$ cat src/rtl/mult_share_if.sv
// Bundle of requester, result and datapath-control signals around the
// shared multiplier controller. master = controller, slave = clients/datapath.
interface mult_share_if #(
  parameter int XLEN = 16,
  parameter int NREQ = 4
);
  localparam int IDW = $clog2(NREQ);

  // Requester side
  logic [NREQ-1:0]      req_valid;
  logic [NREQ-1:0]      req_ready;
  logic [NREQ*XLEN-1:0] req_a;
  logic [NREQ*XLEN-1:0] req_b;

  // Result side
  logic                 res_valid;
  logic                 res_ready;
  logic [2*XLEN-1:0]    res_data;
  logic [IDW-1:0]       res_id;
  logic                 busy;

  // Datapath control and status
  logic                 dp_ld_input;
  logic [1:0]           dp_state;
  logic                 dp_ready;
  logic                 dp_done;
  logic [XLEN-1:0]      dp_a;
  logic [XLEN-1:0]      dp_b;
  logic                 dp_eqz;
  logic [2*XLEN-1:0]    dp_product;

  modport master (
    input  req_valid, req_a, req_b, res_ready, dp_eqz, dp_product,
    output req_ready, res_valid, res_data, res_id, busy,
           dp_ld_input, dp_state, dp_ready, dp_done, dp_a, dp_b
  );

  modport slave (
    output req_valid, req_a, req_b, res_ready, dp_eqz, dp_product,
    input  req_ready, res_valid, res_data, res_id, busy,
           dp_ld_input, dp_state, dp_ready, dp_done, dp_a, dp_b
  );
endinterface

$ cat src/rtl/mult_share_ctrl.sv
// Shares one repeated-addition multiplier datapath between NREQ requesters:
// round-robin grant, operand capture, LOAD/OPER/DONE sequencing and a
// valid/ready result port tagged with the owning requester index.
module mult_share_ctrl #(
  parameter int XLEN = 16,
  parameter int NREQ = 4
) (
  input  logic       clk,
  input  logic       resetn,
  mult_share_if.master bus
);
  localparam int IDW = $clog2(NREQ);

  localparam logic [1:0] DP_READY   = 2'd0;
  localparam logic [1:0] DP_OPERATE = 2'd1;
  localparam logic [1:0] DP_DONE    = 2'd2;

  typedef enum logic [1:0] {S_IDLE, S_LOAD, S_OPER, S_DONE} state_e;

  state_e          state_q, state_d;
  logic [IDW-1:0]  last_q, last_d;
  logic [IDW-1:0]  id_q, id_d;
  logic [XLEN-1:0] a_q, a_d;
  logic [XLEN-1:0] b_q, b_d;

  logic            grant_vld;
  logic [IDW-1:0]  grant_idx;
  int              cand_w;

  // Round-robin pick: first valid requester after last_q, wrapping at NREQ.
  always_comb begin
    // NOTE: every combinational output gets a default first so no path can infer a latch.
    grant_vld = 1'b0;
    grant_idx = '0;
    cand_w    = 0;
    for (int k = 1; k <= NREQ; k++) begin
      cand_w = int'(last_q) + k;
      if (cand_w >= NREQ) cand_w = cand_w - NREQ;
      if (!grant_vld && bus.req_valid[cand_w[IDW-1:0]]) begin
        grant_vld = 1'b1;
        grant_idx = cand_w[IDW-1:0];
      end
    end
  end

  // State, round-robin pointer and captured operands.
  always_ff @(posedge clk) begin
    if (!resetn) begin
      // NOTE: operand/id registers are reset too, since dp_a, dp_b and res_id are visible with defined reset values.
      state_q <= S_IDLE;
      last_q  <= IDW'(NREQ - 1);
      id_q    <= '0;
      a_q     <= '0;
      b_q     <= '0;
    end else begin
      // NOTE: non-blocking assignments so every register samples pre-edge values.
      state_q <= state_d;
      last_q  <= last_d;
      id_q    <= id_d;
      a_q     <= a_d;
      b_q     <= b_d;
    end
  end

  // Next-state logic plus all handshake and datapath control outputs.
  always_comb begin
    state_d         = state_q;
    last_d          = last_q;
    id_d            = id_q;
    a_d             = a_q;
    b_d             = b_q;
    bus.req_ready   = '0;
    bus.dp_ld_input = 1'b0;
    bus.dp_state    = DP_READY;
    bus.dp_ready    = 1'b0;
    bus.dp_done     = 1'b0;
    bus.res_valid   = 1'b0;
    bus.res_data    = '0;

    unique case (state_q)
      S_IDLE: begin
        bus.dp_ready = 1'b1;
        // No grant is offered while reset is held, so nothing is accepted and lost.
        if (resetn && grant_vld) begin
          bus.req_ready[grant_idx] = 1'b1;
          a_d     = bus.req_a[grant_idx*XLEN +: XLEN];
          b_d     = bus.req_b[grant_idx*XLEN +: XLEN];
          id_d    = grant_idx;
          last_d  = grant_idx;
          state_d = S_LOAD;
        end
      end
      S_LOAD: begin
        bus.dp_ld_input = 1'b1;
        state_d         = S_OPER;
      end
      S_OPER: begin
        // Counter already zero: stop accumulating and move to the drive phase.
        if (bus.dp_eqz) begin
          bus.dp_state = DP_DONE;
          state_d      = S_DONE;
        end else begin
          bus.dp_state = DP_OPERATE;
        end
      end
      S_DONE: begin
        bus.dp_done   = 1'b1;
        bus.dp_state  = DP_DONE;
        bus.res_valid = 1'b1;
        bus.res_data  = bus.dp_product;
        if (bus.res_ready) state_d = S_IDLE;
      end
      default: state_d = S_IDLE;
    endcase
  end

  assign bus.busy   = (state_q != S_IDLE);
  assign bus.res_id = id_q;
  assign bus.dp_a   = a_q;
  assign bus.dp_b   = b_q;

endmodule

$ cat src/flat_wrapper.sv
// flat-port wrapper written by rule: the top's interface ports become plain ports
module mult_share_ctrl_flat 
#(
  parameter int XLEN = 16,
  parameter int NREQ = 4
)
  (clk, resetn, bus_req_valid, bus_req_a, bus_req_b, bus_res_ready, bus_dp_eqz, bus_dp_product, bus_req_ready, bus_res_valid, bus_res_data, bus_res_id, bus_busy, bus_dp_ld_input, bus_dp_state, bus_dp_ready, bus_dp_done, bus_dp_a, bus_dp_b);
  mult_share_if #(.XLEN(XLEN), .NREQ(NREQ)) bus_i ();
  input  logic clk;
  input  logic resetn;
  input wire logic [$bits(bus_i.req_valid)-1:0] bus_req_valid;
  input wire logic [$bits(bus_i.req_a)-1:0] bus_req_a;
  input wire logic [$bits(bus_i.req_b)-1:0] bus_req_b;
  input wire logic [$bits(bus_i.res_ready)-1:0] bus_res_ready;
  input wire logic [$bits(bus_i.dp_eqz)-1:0] bus_dp_eqz;
  input wire logic [$bits(bus_i.dp_product)-1:0] bus_dp_product;
  output wire logic [$bits(bus_i.req_ready)-1:0] bus_req_ready;
  output wire logic [$bits(bus_i.res_valid)-1:0] bus_res_valid;
  output wire logic [$bits(bus_i.res_data)-1:0] bus_res_data;
  output wire logic [$bits(bus_i.res_id)-1:0] bus_res_id;
  output wire logic [$bits(bus_i.busy)-1:0] bus_busy;
  output wire logic [$bits(bus_i.dp_ld_input)-1:0] bus_dp_ld_input;
  output wire logic [$bits(bus_i.dp_state)-1:0] bus_dp_state;
  output wire logic [$bits(bus_i.dp_ready)-1:0] bus_dp_ready;
  output wire logic [$bits(bus_i.dp_done)-1:0] bus_dp_done;
  output wire logic [$bits(bus_i.dp_a)-1:0] bus_dp_a;
  output wire logic [$bits(bus_i.dp_b)-1:0] bus_dp_b;
  assign bus_i.req_valid = bus_req_valid;
  assign bus_i.req_a = bus_req_a;
  assign bus_i.req_b = bus_req_b;
  assign bus_i.res_ready = bus_res_ready;
  assign bus_i.dp_eqz = bus_dp_eqz;
  assign bus_i.dp_product = bus_dp_product;
  assign bus_req_ready = bus_i.req_ready;
  assign bus_res_valid = bus_i.res_valid;
  assign bus_res_data = bus_i.res_data;
  assign bus_res_id = bus_i.res_id;
  assign bus_busy = bus_i.busy;
  assign bus_dp_ld_input = bus_i.dp_ld_input;
  assign bus_dp_state = bus_i.dp_state;
  assign bus_dp_ready = bus_i.dp_ready;
  assign bus_dp_done = bus_i.dp_done;
  assign bus_dp_a = bus_i.dp_a;
  assign bus_dp_b = bus_i.dp_b;
  mult_share_ctrl #(.XLEN(XLEN), .NREQ(NREQ)) u_core (.clk(clk), .resetn(resetn), .bus(bus_i));
endmodule
$ cat config.mk
export PLATFORM = sky130hd
export DESIGN_NAME = mult_share_ctrl_flat
export DESIGN_NICKNAME = d
export VERILOG_FILES = /design/src/rtl/mult_share_if.sv /design/src/rtl/mult_share_ctrl.sv /design/src/flat_wrapper.sv
export SDC_FILE = /design/constraint.sdc
export NUM_CORES = 1
export LEC_CHECK = 0
export ABC_AREA = 1
export CAP_MARGIN = 20
export CELL_PAD_IN_SITES_DETAIL_PLACEMENT = 1
export CELL_PAD_IN_SITES_GLOBAL_PLACEMENT = 1
export CORE_MARGIN = 5
export CORE_UTILIZATION = 22
export CTS_BUF_LIST = sky130_fd_sc_hd__clkbuf_2
export CTS_CLUSTER_DIAMETER = 30
export CTS_CLUSTER_SIZE = 16
export DETAILED_ROUTE_END_ITERATION = 10
export PLACE_DENSITY_LB_ADDON = 0.05
export SLEW_MARGIN = 20
export SYNTH_ARGS = -nofsm -noshare
export SYNTH_HDL_FRONTEND = slang
export SYNTH_SLANG_ARGS = --single-unit
$ cat constraint.sdc
create_clock -name clk -period 2.15 [get_ports clk]
set_clock_uncertainty 0.05 [all_clocks]
set_input_delay 0.43 -clock clk [delete_from_list [all_inputs] [get_ports clk]]
set_output_delay 0.43 -clock clk [all_outputs]
set_load 0.05 [all_outputs]
==> results.json, run 1 <==
{
  "overflow": 0,
  "num-fill-cells": 2071,
  "rsz0062_at_grt": "yes",
  "cp_num_cells": 12,
  "first_pass_iters": 4,
  "synthTopCellsByArea": "nand2_1 34%, dfxtp_1 22%, inv_1 11%, nand3_1 11%, nor2_1 7.6%",
  "layoutNonFillerInstCount": 1146,
  "wl_per_cell_um": 15.9,
  "hold_path_depth": 2,
  "drive_gt1_share_pct": 16.2,
  "required_ns": 1.67,
  "synth_top_area_cell": "nand2_1",
  "cts.clk_slew.worst_paths_ns": 0.26,
  "use_met3_pct": 5.00,
  "synthesis.area_sq_um": 3500,
  "status": "finished with violations",
  "grt_pass1_vias": 5330,
  "p_sw_mw": 5.82,
  "crit_top_cell": "nand2_4",
  "slew_headroom_pct": 63.0,
  "startpoint_type": "flop",
  "synth_nets": 850,
  "maxCapViolCount": 0,
  "place_ws_ns": -0.462,
  "die_w_um": 136,
  "p_leak_nw": 3.79,
  "busiest_layer": "met2",
  "grt_util_met2_pct": 34.7,
  "row_count": 46,
  "synthArstFlopShare_pct": 0,
  "worst_slack_ns": -0.442,
  "area_delta_synth_final_pct": 101,
  "start_util_pct": 22.2,
  "synth_enable_flop_cells": 0,
  "yosys_warnings": 0,
  "violations": "negative setup slack",
  "multiInputGateArea_sq_um": 2280,
  "max_freq_mhz": 386,
  "clkLatencyLatePin_ns": 0.47,
  "worst_pin_slew_ns": 0.558,
  "cp_slowest_cell": "dfxtp_4",
  "finalMaxSlewViolations": 0,
  "gp_congestion": 0.805,
  "hold_violations": 0,
  "htreeDepth": 2,
  "endpoint_kind": "output pin",
  "fin_util_pct": 44.7,
  "viasPerCell": 4.31,
  "path_cells": "buf_6, nand2_4, nand2_4, nand2_4, nand2_4, nor2_4, nand3b_1, nand2_4, nor2_4, inv_4, nor2_4, buf_12",
  "critPathMaxStageDelay_ns": 0.47,
  "drc": 0,
  "power_frac_clock_pct": 6.0,
  "grt_usage_pct": 18.6,
  "ioPinCount": 245,
  "power.density_nw_per_um2": 1460,
  "avgSynthCellArea_sq_um": 5.16,
  "whs_ns": 0.444,
  "cts_tree": "done",
  "seqCellArea_sq_um": 773,
  "grt_max_degree": 39,
  "antenna_found_initial": 0,
  "reg2regPathDepth": 13,
  "grt_use_met1_pct": 21.0,
  "ys_seq_area_share_pct": 21.7,
  "pwr-share-seq_pct": 12.7,
  "setup_viol": 4,
  "dp_hpwl_um": 14400,
  "intPower_mw": 4.43,
  "ant_nets": 0,
  "die_y_um": 136,
  "path_class": "flop to output pin",
  "ys_seq_elements": 38,
  "synth_ff_type": "dfxtp_1",
  "drt-initial-drc-count": 150,
  "post-route-period-util_pct": 121,
  "fp.coreArea_sq_um": 15800,
  "root_buffer": "clkbuf_2",
  "ys_types": 24,
  "fin_total_pwr_mw": 10.3,
  "wl_um": 18200,
  "cts_inserted_buffers": 5,
  "num_vias": 4943,
  "min_period_ns": 2.59,
  "grt_first_pass_wirelength_um": 27400,
  "port_buffers": 244,
  "dp_cells": 1128,
  "worst_path_dominant_cell_family": "simple AND/OR/NAND/NOR gates",
  "arrival_ns": 2.11,
  "die_area_sq_um": 18500,
  "hold_class": "flop to flop",
  "ir_drop_v": 0.000843,
  "synth.top_cell.area_share_pct": 34.4,
  "syn_inst": 678,
  "p_comb_share_pct": 81.3,
  "critPathBufInv": 3,
  "worstPathMaxFanout": 5,
  "cts.sink_count": 38,
  "switching_share_pct": 56.8,
  "antennaDiodeCount": 0,
  "nets": 1101,
  "clock_path_buffers": 2
}
[per-stage QoR]
stage          area [sq um]  setup TNS, ns
2_1_floorplan          3550        -0.0649
3_3_place_gp           6670         -10.44
3_5_place_dp           6670         -13.56
4_1_cts                6900          -1.96
5_1_grt                7050          -2.65
6_report               7050          -1.75
[area by class of cell]
type / count / share of cell area, %
timing repair buffer: 283 / 45.7
multi-input combinational: 494 / 32.3
sequential: 38 / 11.0
inverter: 107 / 5.90
tap: 216 / 3.84
clock inverter: 3 / 0.906
clock buffer: 5 / 0.355
[path summary, 6_finish.rpt]
check | from | endpoint | slack [ns]
max reg2reg | u_core.last_q[1]$_SDFFE_PN1P_ | u_core.bus.dp_a[9]$_SDFFE_PN0P_ | 0.09
min reg2reg | u_core.bus.res_id[0]$_SDFFE_PN0P_ | u_core.bus.res_id[0]$_SDFFE_PN0P_ | 0.44
min | u_core.bus.res_id[0]$_SDFFE_PN0P_ | u_core.bus.res_id[0]$_SDFFE_PN0P_ | 0.44
max | u_core.last_q[0]$_SDFFE_PN1P_ | bus_req_ready[0] | -0.44
[cell usage in the layout (no fill, tap or decap), types with 2 or more instances in the layout]
cell type	instances
clkbuf_2	5
dfxtp_4	3
inv_2	4
bufinv_16	2
clkbuf_16	2
nor2_1	65
nand2_4	11
dlygate4sd2_1	32
buf_12	47
nand3_1	71
clkdlybuf4s50_1	166
buf_4	31
nor2_2	2
buf_6	3
a21oi_1	5
nor2_4	7
nand2_2	16
dfxtp_1	34
ha_1	2
inv_1	99
inv_4	2
nand2_1	299
nand3_2	4
a31oi_1	2
[cells by family after synthesis]
group / share of synthesized area (%)
and+or+nand+nor: 56.2
buffers and inverters: 19.0
DFF: 21.7
AOI/OAI and AO/OA: 1.61
adders and majority gates: 1.43
[state kept, by name, indices dropped and copies added (netlist names)]
name	cells
u_core.last_q	2
u_core.bus.dp_a	16
u_core.bus.dp_b	16
u_core.state_q	2
u_core.bus.res_id	2
[power by group through the flow]
stage / sequential [mW] / combinational, mW / clock, mW
2_1_floorplan: 2.37 / 4.14 / 0
3_3_place_gp: 1.29 / 7.78 / 0
3_5_place_dp: 1.31 / 8.00 / 0
4_1_cts: 1.30 / 8.19 / 0.635
5_1_grt: 1.36 / 9.07 / 0.657
6_report: 1.31 / 8.34 / 0.611
[worst min-delay path: cells and delay by family (launching register included)]
| family | cells | cell delay (ns) |
|---|---|---|
| AO/OA/AOI/OAI | 1 | 0.06 |
| flip-flops | 1 | 0.36 |
| AND/OR/NAND/NOR | 1 | 0.06 |
[timing repair]
action                     CTS  global route
hold buffers                 0             0
pin swaps                   17            19
setup buffers                6             6
setup endpoints to repair   87            70
gates resized for setup     69            23
gates cloned                 0             2
[synthesized netlist by cell type, types with 2 or more instances]
library cell,count
inv_1,101
buf_6,8
nand2_1,321
buf_2,11
nand3_1,74
buf_4,12
a21oi_1,5
nand2_2,6
dfxtp_1,38
a31oi_1,2
nor2_1,71
nor2_4,3
ha_1,4
clkbuf_1,8
inv_2,5
[per-layer routing]
metal / routed length, um / vias to the layer above
li1: - / 2494
met1: 7240 / 2308
met2: 9540 / 121
met3: 1120 / 20
met4: 278 / 0
met5: 0 / -
Power figures use the tool's default switching activity.
==> inputs of run 2 (changes only) <==
Settings changed: ABC_AREA 1 to 0, CORE_UTILIZATION 22 to 23.
==> run 2 against run 1 <==
Effect of this change: the run still ends with negative setup slack left; core utilization grew 4.2 points; die area shrank 14%; global-route usage grew 0.17 points; register-to-register slack gained 0.09 ns.
==> results.json, run 2 <==
{
  "maxCapViolCount": 0,
  "arrival_ns": 1.69,
  "dp_hpwl_um": 12300,
  "synthSimpleGateAreaFrac_pct": 12.1,
  "pwr-share-seq_pct": 19.1,
  "nets": 769,
  "cp_slowest_cell": "or2_2",
  "finalMaxSlewViolations": 0,
  "fin_util_pct": 48.9,
  "syn_inst": 346,
  "drive_gt1_share_pct": 27.9,
  "startpoint_type": "primary input",
  "yosys_warnings": 0,
  "drt-initial-drc-count": 86,
  "root_buffer": "clkbuf_2",
  "worst_path_dominant_cell_family": "simple AND/OR/NAND/NOR gates",
  "cts.clk_slew.worst_paths_ns": 0.20,
  "setup_viol": 4,
  "p_sw_mw": 3.04,
  "synthesis.area_sq_um": 3100,
  "grt_first_pass_wirelength_um": 24000,
  "synth_compound_area_share_pct": 39.2,
  "critPathBufInv": 2,
  "gp_congestion": 0.819,
  "ys_seq_elements": 38,
  "finalInstanceArea_sq_um": 6480,
  "final_cell_mix": "163 x clkdlybuf4s50_1, 52 x a211oi_2, 44 x buf_12",
  "die_area_sq_um": 15900,
  "required_ns": 1.67,
  "antenna_found_initial": 2,
  "synthTopCellsByArea": "dfxtp_1 25%, a211oi_2 21%, mux2i_1 11%, a31oi_1 6.9%, and2_1 6.7%",
  "worst_pin_slew_ns": 0.552,
  "clock_path_buffers": 2,
  "worstPathMaxFanout": 4,
  "endpoint_kind": "output pin",
  "die_w_um": 126,
  "synthArstFlopShare_pct": 0,
  "grt_pass1_vias": 4020,
  "intPower_mw": 2.94,
  "grt_usage_pct": 18.7,
  "port_buffers": 244,
  "ant_nets": 0,
  "cts_tree": "done",
  "power.density_nw_per_um2": 924,
  "r2r_setup_slack_ns": 0.18,
  "ys_seq_area_share_pct": 24.5,
  "grt_max_degree": 37,
  "synth_enable_flop_cells": 0,
  "path_class": "primary input to output pin",
  "synth_top_family_by_area": "compound AO/OA/AOI/OAI gates",
  "post-route-period-util_pct": 101,
  "switching_share_pct": 50.8,
  "slew_headroom_pct": 63.3,
  "hold_class": "flop to flop",
  "die_y_um": 126,
  "start_util_pct": 23.4,
  "critPathMaxStageDelay_ns": 0.32,
  "viasPerCell": 4.76,
  "p_comb_share_pct": 71.0,
  "whs_ns": 0.469,
  "avgSynthCellArea_sq_um": 8.96,
  "drc": 0,
  "synth_most_common_cell": "a211oi_2",
  "synth_nets": 518,
  "synth_top_area_cell": "dfxtp_1",
  "ys_types": 39,
  "path_cells": "dlygate4sd2_1, or2_2, o211ai_2, o2111ai_4, nor2_4, buf_6",
  "ioPinCount": 245,
  "synth.top_cell.area_share_pct": 24.5,
  "yosys.area_share.xor_xnor_pct": 0,
  "hold_violations": 0,
  "wl_um": 15400,
  "fp.coreArea_sq_um": 13200,
  "power_frac_clock_pct": 9.9,
  "overflow": 0,
  "row_count": 42,
  "final_common_cell": "clkdlybuf4s50_1",
  "fin_total_pwr_mw": 5.98,
  "wl_per_cell_um": 19.9,
  "ir_drop_v": 0.000433,
  "htreeDepth": 2,
  "cts.sink_count": 38,
  "synth_ff_type": "dfxtp_1",
  "first_pass_iters": 4,
  "min_period_ns": 2.17,
  "clkLatencyLatePin_ns": 0.40,
  "synth.area.mux_share_pct": 10.6,
  "p_leak_nw": 2.72,
  "worst_slack_ns": -0.0236,
  "max_freq_mhz": 460,
  "cts_inserted_buffers": 5,
  "num_vias": 3696,
  "violations": "negative setup slack",
  "synthAdderAreaFrac_pct": 1.61,
  "status": "finished with violations",
  "place_area_sq_um": 6260,
  "rsz0062_at_grt": "yes",
  "synth_common_cells": "52 x a211oi_2, 38 x dfxtp_1, 37 x inv_1",
  "area_delta_synth_final_pct": 109
}
run 2: cell count changes in the layout (fill, tap and decap cells not counted), moves of 7 or more:
| cell | before | now |
|---|---|---|
| nand2_2 | 16 | 0 |
| and2_1 | 0 | 31 |
| a211oi_2 | 0 | 52 |
| o21ai_0 | 0 | 29 |
| nor2_1 | 65 | 2 |
| mux2i_1 | 0 | 33 |
| a31oi_1 | 2 | 34 |
| inv_1 | 99 | 37 |
| nand2_1 | 299 | 1 |
| a211oi_1 | 0 | 12 |
| nand3_1 | 71 | 1 |
| nand2_4 | 11 | 0 |
| dlymetal6s2s_1 | 0 | 7 |
run 2: cells by family (layout without fill, tap and decap cells):
kind of cell,Yosys count,in the layout
flops,38,38
fa+ha+maj,4,4
other cells,0,2
buf+inv,72,324
compound gates,141,141
simple gates,58,58
mux,33,33
run 2: worst paths after layout:
check | start | to | depth (start not counted)
setup reg to reg | u_core.last_q[0]$_SDFFE_PN1P_ | u_core.bus.dp_b[7]$_SDFFE_PN0P_ | 8
setup / recovery | bus_req_valid[0] | bus_req_ready[3] | 6
hold reg to reg | u_core.bus.res_id[0]$_SDFFE_PN0P_ | u_core.bus.res_id[0]$_SDFFE_PN0P_ | 2
hold / removal | u_core.bus.res_id[0]$_SDFFE_PN0P_ | u_core.bus.res_id[0]$_SDFFE_PN0P_ | 2
run 2: cell type report:
class | instances | area, sq um
clock inverters | 3 | 63.8
fillers | 1523 | 6770
inverters | 37 | 139
well taps | 176 | 220
multi-input cells | 236 | 2100
diodes | 2 | 5.00
repair buffers | 279 | 3150
clock buffers | 5 | 25.0
flip-flops and latches | 38 | 768
run 2: stage by stage:
step	worst slack, ns	setup TNS [ns]	instances
2_1_floorplan	-0.0944	-0.0944	346
4_1_cts	-0.0430	-0.120	771
5_1_grt	-0.124	-0.443	775
3_3_place_gp	-0.404	-12.64	758
3_5_place_dp	-0.429	-14.53	758
6_report	-0.0236	-0.0588	776
run 2: power by group through the flow:
stage          registers, mW  clock network, mW  logic [mW]
2_1_floorplan           1.96                  0        1.85
3_3_place_gp            1.15                  0        4.28
3_5_place_dp            1.16                  0        4.31
4_1_cts                 1.14              0.617        4.28
5_1_grt                 1.18              0.635        4.49
6_report                1.14              0.593        4.25
run 2: layer usage:
layer	share of wire, %	track usage [%]	wire length, um
met5	0.12	0	19
met4	1.6	4.35	247
met3	7.3	5.63	1120
met2	49	32.8	7540
met1	42	22.6	6520
run 2: worst register-to-register path, stage by stage (launching register included):
cell,delay (ns)
dfxtp_4,0.43
nor2b_4,0.06
o211ai_2,0.22
o2111ai_4,0.23
buf_4,0.20
buf_4,0.14
buf_12,0.17
a211oi_1,0.33
a211oi_2,0.08
run 2: timing repair:
action	4_1_cts	5_1_grt
setup buffers	6	2
setup endpoints to repair	63	44
gates cloned	0	1
hold buffers	0	0
pin swaps	5	1
resized for setup	49	13
